### src/rtl/mdu.sv
// mdu - iterative multiply/divide unit beside the execute-stage ALU.
// Holds the architectural HI/LO registers. MULT/MULTU use a radix-2 shift-add
// multiplier and DIV/DIVU a restoring divider. Each takes 32 iterations plus
// one sign-fix cycle. MFHI/MFLO read data is combinational.
//
// Optional feature: define MDU_DIV_EN to build the divider. Without it, an
// accepted DIV/DIVU only pulses illegal_o and leaves HI/LO unchanged.
//
// Ports:
//   clk_i      core clock
//   reset_n_i  synchronous active-low reset
//   start_i    instruction valid this cycle
//   funct_i6   R-type funct field
//   a_i32      rs operand
//   b_i32      rt operand
//   y_o32      HI on MFHI, LO on MFLO, otherwise 0
//   busy_o     MULT/DIV in flight
//   stall_o    MDU instruction presented while busy
//   done_o     one-cycle pulse when HI/LO take a MULT/DIV result
//   illegal_o  one-cycle pulse for an accepted DIV/DIVU when no divider is built
//
// state | meaning
// IDLE  | accepts instructions
// CALC  | one multiply/divide iteration per cycle, cnt_q runs 31 to 0
// FIX   | sign correction and HI/LO write
module mdu #(
  parameter int WIDTH = 32
) (
  input  logic             clk_i,
  input  logic             reset_n_i,
  input  logic             start_i,
  input  logic [5:0]       funct_i6,
  input  logic [WIDTH-1:0] a_i32,
  input  logic [WIDTH-1:0] b_i32,
  output logic [WIDTH-1:0] y_o32,
  output logic             busy_o,
  output logic             stall_o,
  output logic             done_o,
  output logic             illegal_o
);
  localparam int CW = $clog2(WIDTH);
  localparam logic [5:0] F_MFHI = 6'h10, F_MTHI = 6'h11, F_MFLO = 6'h12, F_MTLO = 6'h13;
  localparam logic [5:0] F_MULT = 6'h18, F_MULTU = 6'h19, F_DIV = 6'h1A, F_DIVU = 6'h1B;

  typedef enum logic [1:0] {S_IDLE, S_CALC, S_FIX} state_e;

  state_e             state_q, state_d;
  logic [CW-1:0]      cnt_q, cnt_d;
  logic [WIDTH-1:0]   hi_q, hi_d, lo_q, lo_d;
  logic [2*WIDTH-1:0] p_q, p_d;      // {partial HI / remainder, multiplier / dividend -> quotient}
  logic [WIDTH-1:0]   m_q, m_d;      // multiplicand or divisor magnitude
  logic               div_q, div_d;
  logic               neg_res_q, neg_res_d;
  logic               neg_rem_q, neg_rem_d;
  logic               dz_q, dz_d;
  logic               done_q, done_d;

  logic is_mult, is_div, is_mdu, is_signed, accept_op;
  logic [WIDTH-1:0] a_mag, b_mag;

  assign is_mult   = (funct_i6 == F_MULT) || (funct_i6 == F_MULTU);
  assign is_div    = (funct_i6 == F_DIV)  || (funct_i6 == F_DIVU);
  assign is_mdu    = is_mult || is_div || (funct_i6 == F_MFHI) || (funct_i6 == F_MTHI) ||
                     (funct_i6 == F_MFLO) || (funct_i6 == F_MTLO);
  assign is_signed = ~funct_i6[0];
  assign a_mag     = (is_signed && a_i32[WIDTH-1]) ? -a_i32 : a_i32;
  assign b_mag     = (is_signed && b_i32[WIDTH-1]) ? -b_i32 : b_i32;

  assign busy_o  = (state_q != S_IDLE);
  assign stall_o = start_i && is_mdu && busy_o;
  assign done_o  = done_q;
  assign y_o32   = (start_i && funct_i6 == F_MFHI) ? hi_q :
                   (start_i && funct_i6 == F_MFLO) ? lo_q : '0;

  // Shift-add: conditionally add multiplicand into the upper half, shift right.
  logic [WIDTH:0]     mul_sum;
  logic [2*WIDTH-1:0] mul_step;
  assign mul_sum  = {1'b0, p_q[2*WIDTH-1:WIDTH]} + (p_q[0] ? {1'b0, m_q} : '0);
  assign mul_step = {mul_sum, p_q[WIDTH-1:1]};

`ifdef MDU_DIV_EN
  // Restoring divide: shift in the next dividend bit, subtract when it fits.
  // A zero divisor always "fits", giving an all-ones quotient and remainder = |a|.
  logic [WIDTH:0]     div_sh;
  logic               div_ge;
  logic [WIDTH-1:0]   div_rem;
  logic [2*WIDTH-1:0] div_step;
  assign div_sh   = {p_q[2*WIDTH-1:WIDTH], p_q[WIDTH-1]};
  assign div_ge   = div_sh >= {1'b0, m_q};
  assign div_rem  = div_sh[WIDTH-1:0] - m_q;
  assign div_step = div_ge ? {div_rem, p_q[WIDTH-2:0], 1'b1}
                           : {div_sh[WIDTH-1:0], p_q[WIDTH-2:0], 1'b0};
  assign accept_op = is_mult || is_div;
  assign illegal_o = 1'b0;
`else
  logic illegal_q;
  assign accept_op = is_mult;
  assign illegal_o = illegal_q;

  always_ff @(posedge clk_i) begin
    if (!reset_n_i) illegal_q <= 1'b0;
    else            illegal_q <= (state_q == S_IDLE) && start_i && is_div;
  end
`endif

  always_comb begin
    state_d   = state_q;
    cnt_d     = cnt_q;
    hi_d      = hi_q;
    lo_d      = lo_q;
    p_d       = p_q;
    m_d       = m_q;
    div_d     = div_q;
    neg_res_d = neg_res_q;
    neg_rem_d = neg_rem_q;
    dz_d      = dz_q;
    done_d    = 1'b0;
    unique case (state_q)
      S_IDLE: begin
        if (start_i) begin
          if (funct_i6 == F_MTHI) hi_d = a_i32;
          if (funct_i6 == F_MTLO) lo_d = a_i32;
          if (accept_op) begin
            state_d   = S_CALC;
            cnt_d     = CW'(WIDTH-1);
            p_d       = {{WIDTH{1'b0}}, a_mag};
            m_d       = b_mag;
            div_d     = is_div;
            neg_res_d = is_signed && (a_i32[WIDTH-1] ^ b_i32[WIDTH-1]);
            neg_rem_d = is_signed && is_div && a_i32[WIDTH-1];
            dz_d      = is_div && (b_i32 == '0);
          end
        end
      end
      S_CALC: begin
`ifdef MDU_DIV_EN
        p_d = div_q ? div_step : mul_step;
`else
        p_d = mul_step;
`endif
        if (cnt_q == '0) state_d = S_FIX;
        else             cnt_d   = cnt_q - CW'(1);
      end
      S_FIX: begin
        state_d = S_IDLE;
        done_d  = 1'b1;
        if (div_q) begin
          lo_d = neg_res_q ? -p_q[WIDTH-1:0] : p_q[WIDTH-1:0];
          hi_d = neg_rem_q ? -p_q[2*WIDTH-1:WIDTH] : p_q[2*WIDTH-1:WIDTH];
          if (dz_q) lo_d = '1;
        end else begin
          {hi_d, lo_d} = neg_res_q ? -p_q : p_q;
        end
      end
      default: state_d = S_IDLE;
    endcase
  end

  always_ff @(posedge clk_i) begin
    if (!reset_n_i) begin
      state_q   <= S_IDLE;
      cnt_q     <= '0;
      hi_q      <= '0;
      lo_q      <= '0;
      p_q       <= '0;
      m_q       <= '0;
      div_q     <= 1'b0;
      neg_res_q <= 1'b0;
      neg_rem_q <= 1'b0;
      dz_q      <= 1'b0;
      done_q    <= 1'b0;
    end else begin
      state_q   <= state_d;
      cnt_q     <= cnt_d;
      hi_q      <= hi_d;
      lo_q      <= lo_d;
      p_q       <= p_d;
      m_q       <= m_d;
      div_q     <= div_d;
      neg_res_q <= neg_res_d;
      neg_rem_q <= neg_rem_d;
      dz_q      <= dz_d;
      done_q    <= done_d;
    end
  end
endmodule

### config.mk
export PLATFORM = sky130hd
export DESIGN_NAME = mdu
export DESIGN_NICKNAME = d
export VERILOG_FILES = /design/src/rtl/mdu.sv
export SDC_FILE = /design/constraint.sdc
export NUM_CORES = 1
export LEC_CHECK = 0
export CORE_UTILIZATION = 45
export DETAILED_ROUTE_END_ITERATION = 8
export SYNTH_ARGS = -nofsm -noshare
export SYNTH_HDL_FRONTEND = slang
export SYNTH_SLANG_ARGS = --single-unit
### constraint.sdc
create_clock -name clk_i -period 3.9 [get_ports clk_i]
set_clock_uncertainty 0.1 [all_clocks]
set_input_delay 0.39 -clock clk_i [delete_from_list [all_inputs] [get_ports clk_i]]
set_output_delay 0.39 -clock clk_i [all_outputs]
set_load 0.005 [all_outputs]
==> results.py <==
metrics = {
    "global_routing": {
        "track_usage": 0.311,
        "grt_pass1_vias": 11500,
        "antenna_found_initial": 0,
        "grt_max_degree": 62,
        "grt_pass1_wl_um": 64600,
        "grt_overflow": 0,
    },
    "worst_setup_path": {
        "cp_cell_sequence": "and2_1 > ha_1 > inv_1 > fa_1 > nor2b_1 > o2111ai_1 > a21boi_0 > o41ai_1 > o21ai_0 > or2_2 > a31o_2",
        "arrival_ns": 3.62,
        "worstRegToRegCells": 11,
        "cp_slowest_cell": "o41ai_1",
        "r2r-start": "p_q[0]$_SDFFE_PN0P_",
        "cp-end-kind": "register",
        "cp-start-kind": "register",
        "crit_fanout": 24,
        "r2r_slack_ns": 0.51,
        "cp.required_ns": 4.13,
        "critical_path_class": "register to register",
        "cpPeakStageDelay_ns": 0.76,
        "r2r_end": "p_q[63]$_SDFFE_PN0P_",
    },
    "cts": {
        "clockBufferDepth": 2,
        "insertion_delay_ns": 0.45,
        "clk_pin_slew_ns": 0.08,
        "cts_buffers": 17,
        "cts.repair.resized": 0,
        "post_cts_buffers": 0,
        "htreeDepth": 4,
        "root_buffer": "clkbuf_16",
        "cts_sinks": 173,
        "hold_buffers": 0,
        "tritoncts": "yes",
    },
    "outcome": {
        "status": "complete, no violations",
    },
    "sta": {
        "layout_min_cycle_time_ns": 3.39,
        "hold_violations": 0,
        "slew_headroom": 0.252,
        "fin_setup_tns_ns": 0,
        "finalMaxSlewViolations": 0,
        "worst_slew_pin_slew_ns": 1.12,
        "fin_ws_ns": 0.510,
        "grt_setup_unrepaired": "no",
        "post-route-period-util": 0.869,
        "max_freq_mhz": 295,
        "setup_viol_count_final": 0,
    },
    "yosys": {
        "synth_edf_count": 0,
        "yosysTopAreaCell": "dfxtp_1",
        "synth_seq_cells": 173,
        "synthTopCellsByArea": "dfxtp_1, a21oi_1, xor2_1",
        "synth_ff_type": "dfxtp_1",
        "syn_nets": 1620,
        "synthArstFlopShare": 0,
        "yosysTopAreaCellShare": 0.294,
        "avgSynthCellArea_um2": 7.82,
        "ys_warn_count": 0,
        "ys_types": 67,
        "seq_area_frac_synth": 0.294,
        "netlist_instances": 1508,
        "syn_area_um2": 11800,
    },
    "min_path": {
        "min_to": "m_q[28]$_SDFFE_PN0P_",
        "hold_path_class": "register to register",
        "holdPathStages": 2,
        "min_from": "m_q[28]$_SDFFE_PN0P_",
    },
    "die": {
        "dieArea_um2": 26900,
        "core_area_um2": 25500,
        "ios": 109,
        "die_h_um": 164,
        "start_util": 0.463,
        "die_w_um": 164,
        "fp-row-count": 58,
    },
    "routing": {
        "vias": 12100,
        "drc": 0,
        "viasPerCell": 6.29,
        "first_pass_iters": 9,
        "ant_nets": 0,
        "drt_iter0_drc": 1112,
        "routedWlPerCell_um": 21.6,
        "wl_um": 41500,
    },
    "layout": {
        "insertedDiodeCount": 0,
        "final_cell_mix": "dfxtp_1, nor2_1, a21oi_1",
        "final_layout_size_suffix_gt1_frac": 0.0665,
        "layout_commonest_cell": "dfxtp_1",
        "syn_to_final_growth_pct": 18.0,
        "fin_nets": 1692,
    },
    "placed_design": {
        "dpl_worst_slack_ns": 0.304,
        "io_buffers": 108,
        "gp_congestion": 0.911,
        "hpwl_um": 30300,
    },
    "job": {
        "maxCapViolCount": 0,
    },
    "pwr": {
        "ir_drop_v": 0.000246,
        "power.leakage_uw": 0.00524,
        "power_density_nw_per_um2": 282,
    },
}
-- stage by stage --
| step | instance area, µm² | cells | power [µW] | utilization | hold WS [ns] |
|---|---|---|---|---|---|
| after floorplan | 11800 | 1508 | 2020 | - | 0.327 |
| after global placement | 13300 | 1891 | 2210 | 0.524 | 0.340 |
| after detailed placement | 13300 | 1891 | 2220 | 0.524 | 0.348 |
| after CTS | 13900 | 1923 | 3930 | 0.546 | 0.359 |
| after global routing | 13900 | 1923 | 4030 | 0.546 | 0.380 |
| final | 13900 | 1923 | 3920 | 0.546 | 0.357 |
-- report_power, final --
| group | switching, µW | internal, µW | leakage [µW] |
|---|---|---|---|
| sequential | 10.0 | 1780 | 0.00139 |
| combinational | 227 | 170 | 0.00357 |
| clock | 819 | 918 | 0.000275 |
-- cells by family after synthesis --
logic type / after synthesis / synth area share
AOI/OAI and AO/OA: 530 / 0.306
and+or+nand+nor: 491 / 0.209
DFF: 173 / 0.294
xor gates and xnor gates: 140 / 0.104
buffers and inverters: 132 / 0.0430
adders and majority gates: 39 / 0.0420
muxes: 3 / 0.00255
-- layout make-up --
cell class | count | area (µm²)
fill | 2482 | 11600
multi-input combinational | 1203 | 7860
sequential | 173 | 3460
timing repair buffer | 158 | 1510
clock buffer | 20 | 447
tap | 330 | 413
clock inverter | 12 | 126
inverter | 27 | 103
-- critical path, delay by kind of cell (launching register included) --
kind            cells  cell delay, ns
compound gates      5            1.67
buf+inv             1            0.07
flops               1            0.44
fa+ha+maj           2            0.40
simple gates        3            0.62
-- layer usage --
metal  up-vias  track usage  routed length (µm)  part of all wire
met2       484        0.521               19800              0.48
met1      5775        0.404               17900              0.43
met3        52       0.0540                2890             0.070
met5         -            0                   0                 0
li1       5786            -                   -                 -
met4         0        0.103                 969             0.023
-- state kept, by name, summed over array words and instances (netlist names) --
signal and count:
hi_q 32, p_q 64, state_q 2, illegal_o 1
cnt_q 5, neg_res_q 1, neg_rem_q 1, m_q 32
done_o 1, div_q 1, lo_q 32, dz_q 1
-- synthesized netlist by cell type (9+ instances only) --
library cell  number
a21o_1            13
o21a_1            27
nand2b_1          15
a22oi_1           36
a222oi_1          23
a31oi_1           16
nor2b_1           12
inv_1             26
a221oi_1          21
nand2_1          114
a22o_1            60
or4_1             21
a211oi_1          24
nor2_1           139
xor2_1            76
nand4_1           10
o22ai_1           25
nor4_1            22
dfxtp_1          173
o31ai_1           25
clkbuf_1          95
or3_1             17
nand3_1           15
a21oi_1          134
or2_2              9
nor3_1            45
xnor2_1           64
o41ai_1            9
ha_1              38
o21ai_0           76
and2_1            40
-- worst max-delay path by stage --
stage                         from                    to  slack [ns]  cells after the start
2_1_floorplan  p_q[0]$_SDFFE_PN0P_  p_q[63]$_SDFFE_PN0P_        0.85                     11
5_1_grt        p_q[0]$_SDFFE_PN0P_  p_q[55]$_SDFFE_PN0P_        0.24                      9
6_report       p_q[0]$_SDFFE_PN0P_  p_q[63]$_SDFFE_PN0P_        0.51                     11
4_1_cts        p_q[0]$_SDFFE_PN0P_  p_q[63]$_SDFFE_PN0P_        0.27                      9
3_3_place_gp   p_q[0]$_SDFFE_PN0P_  p_q[63]$_SDFFE_PN0P_        0.36                      9
3_5_place_dp   p_q[0]$_SDFFE_PN0P_  p_q[63]$_SDFFE_PN0P_        0.30                      9
(Power assumes the default switching activity.)
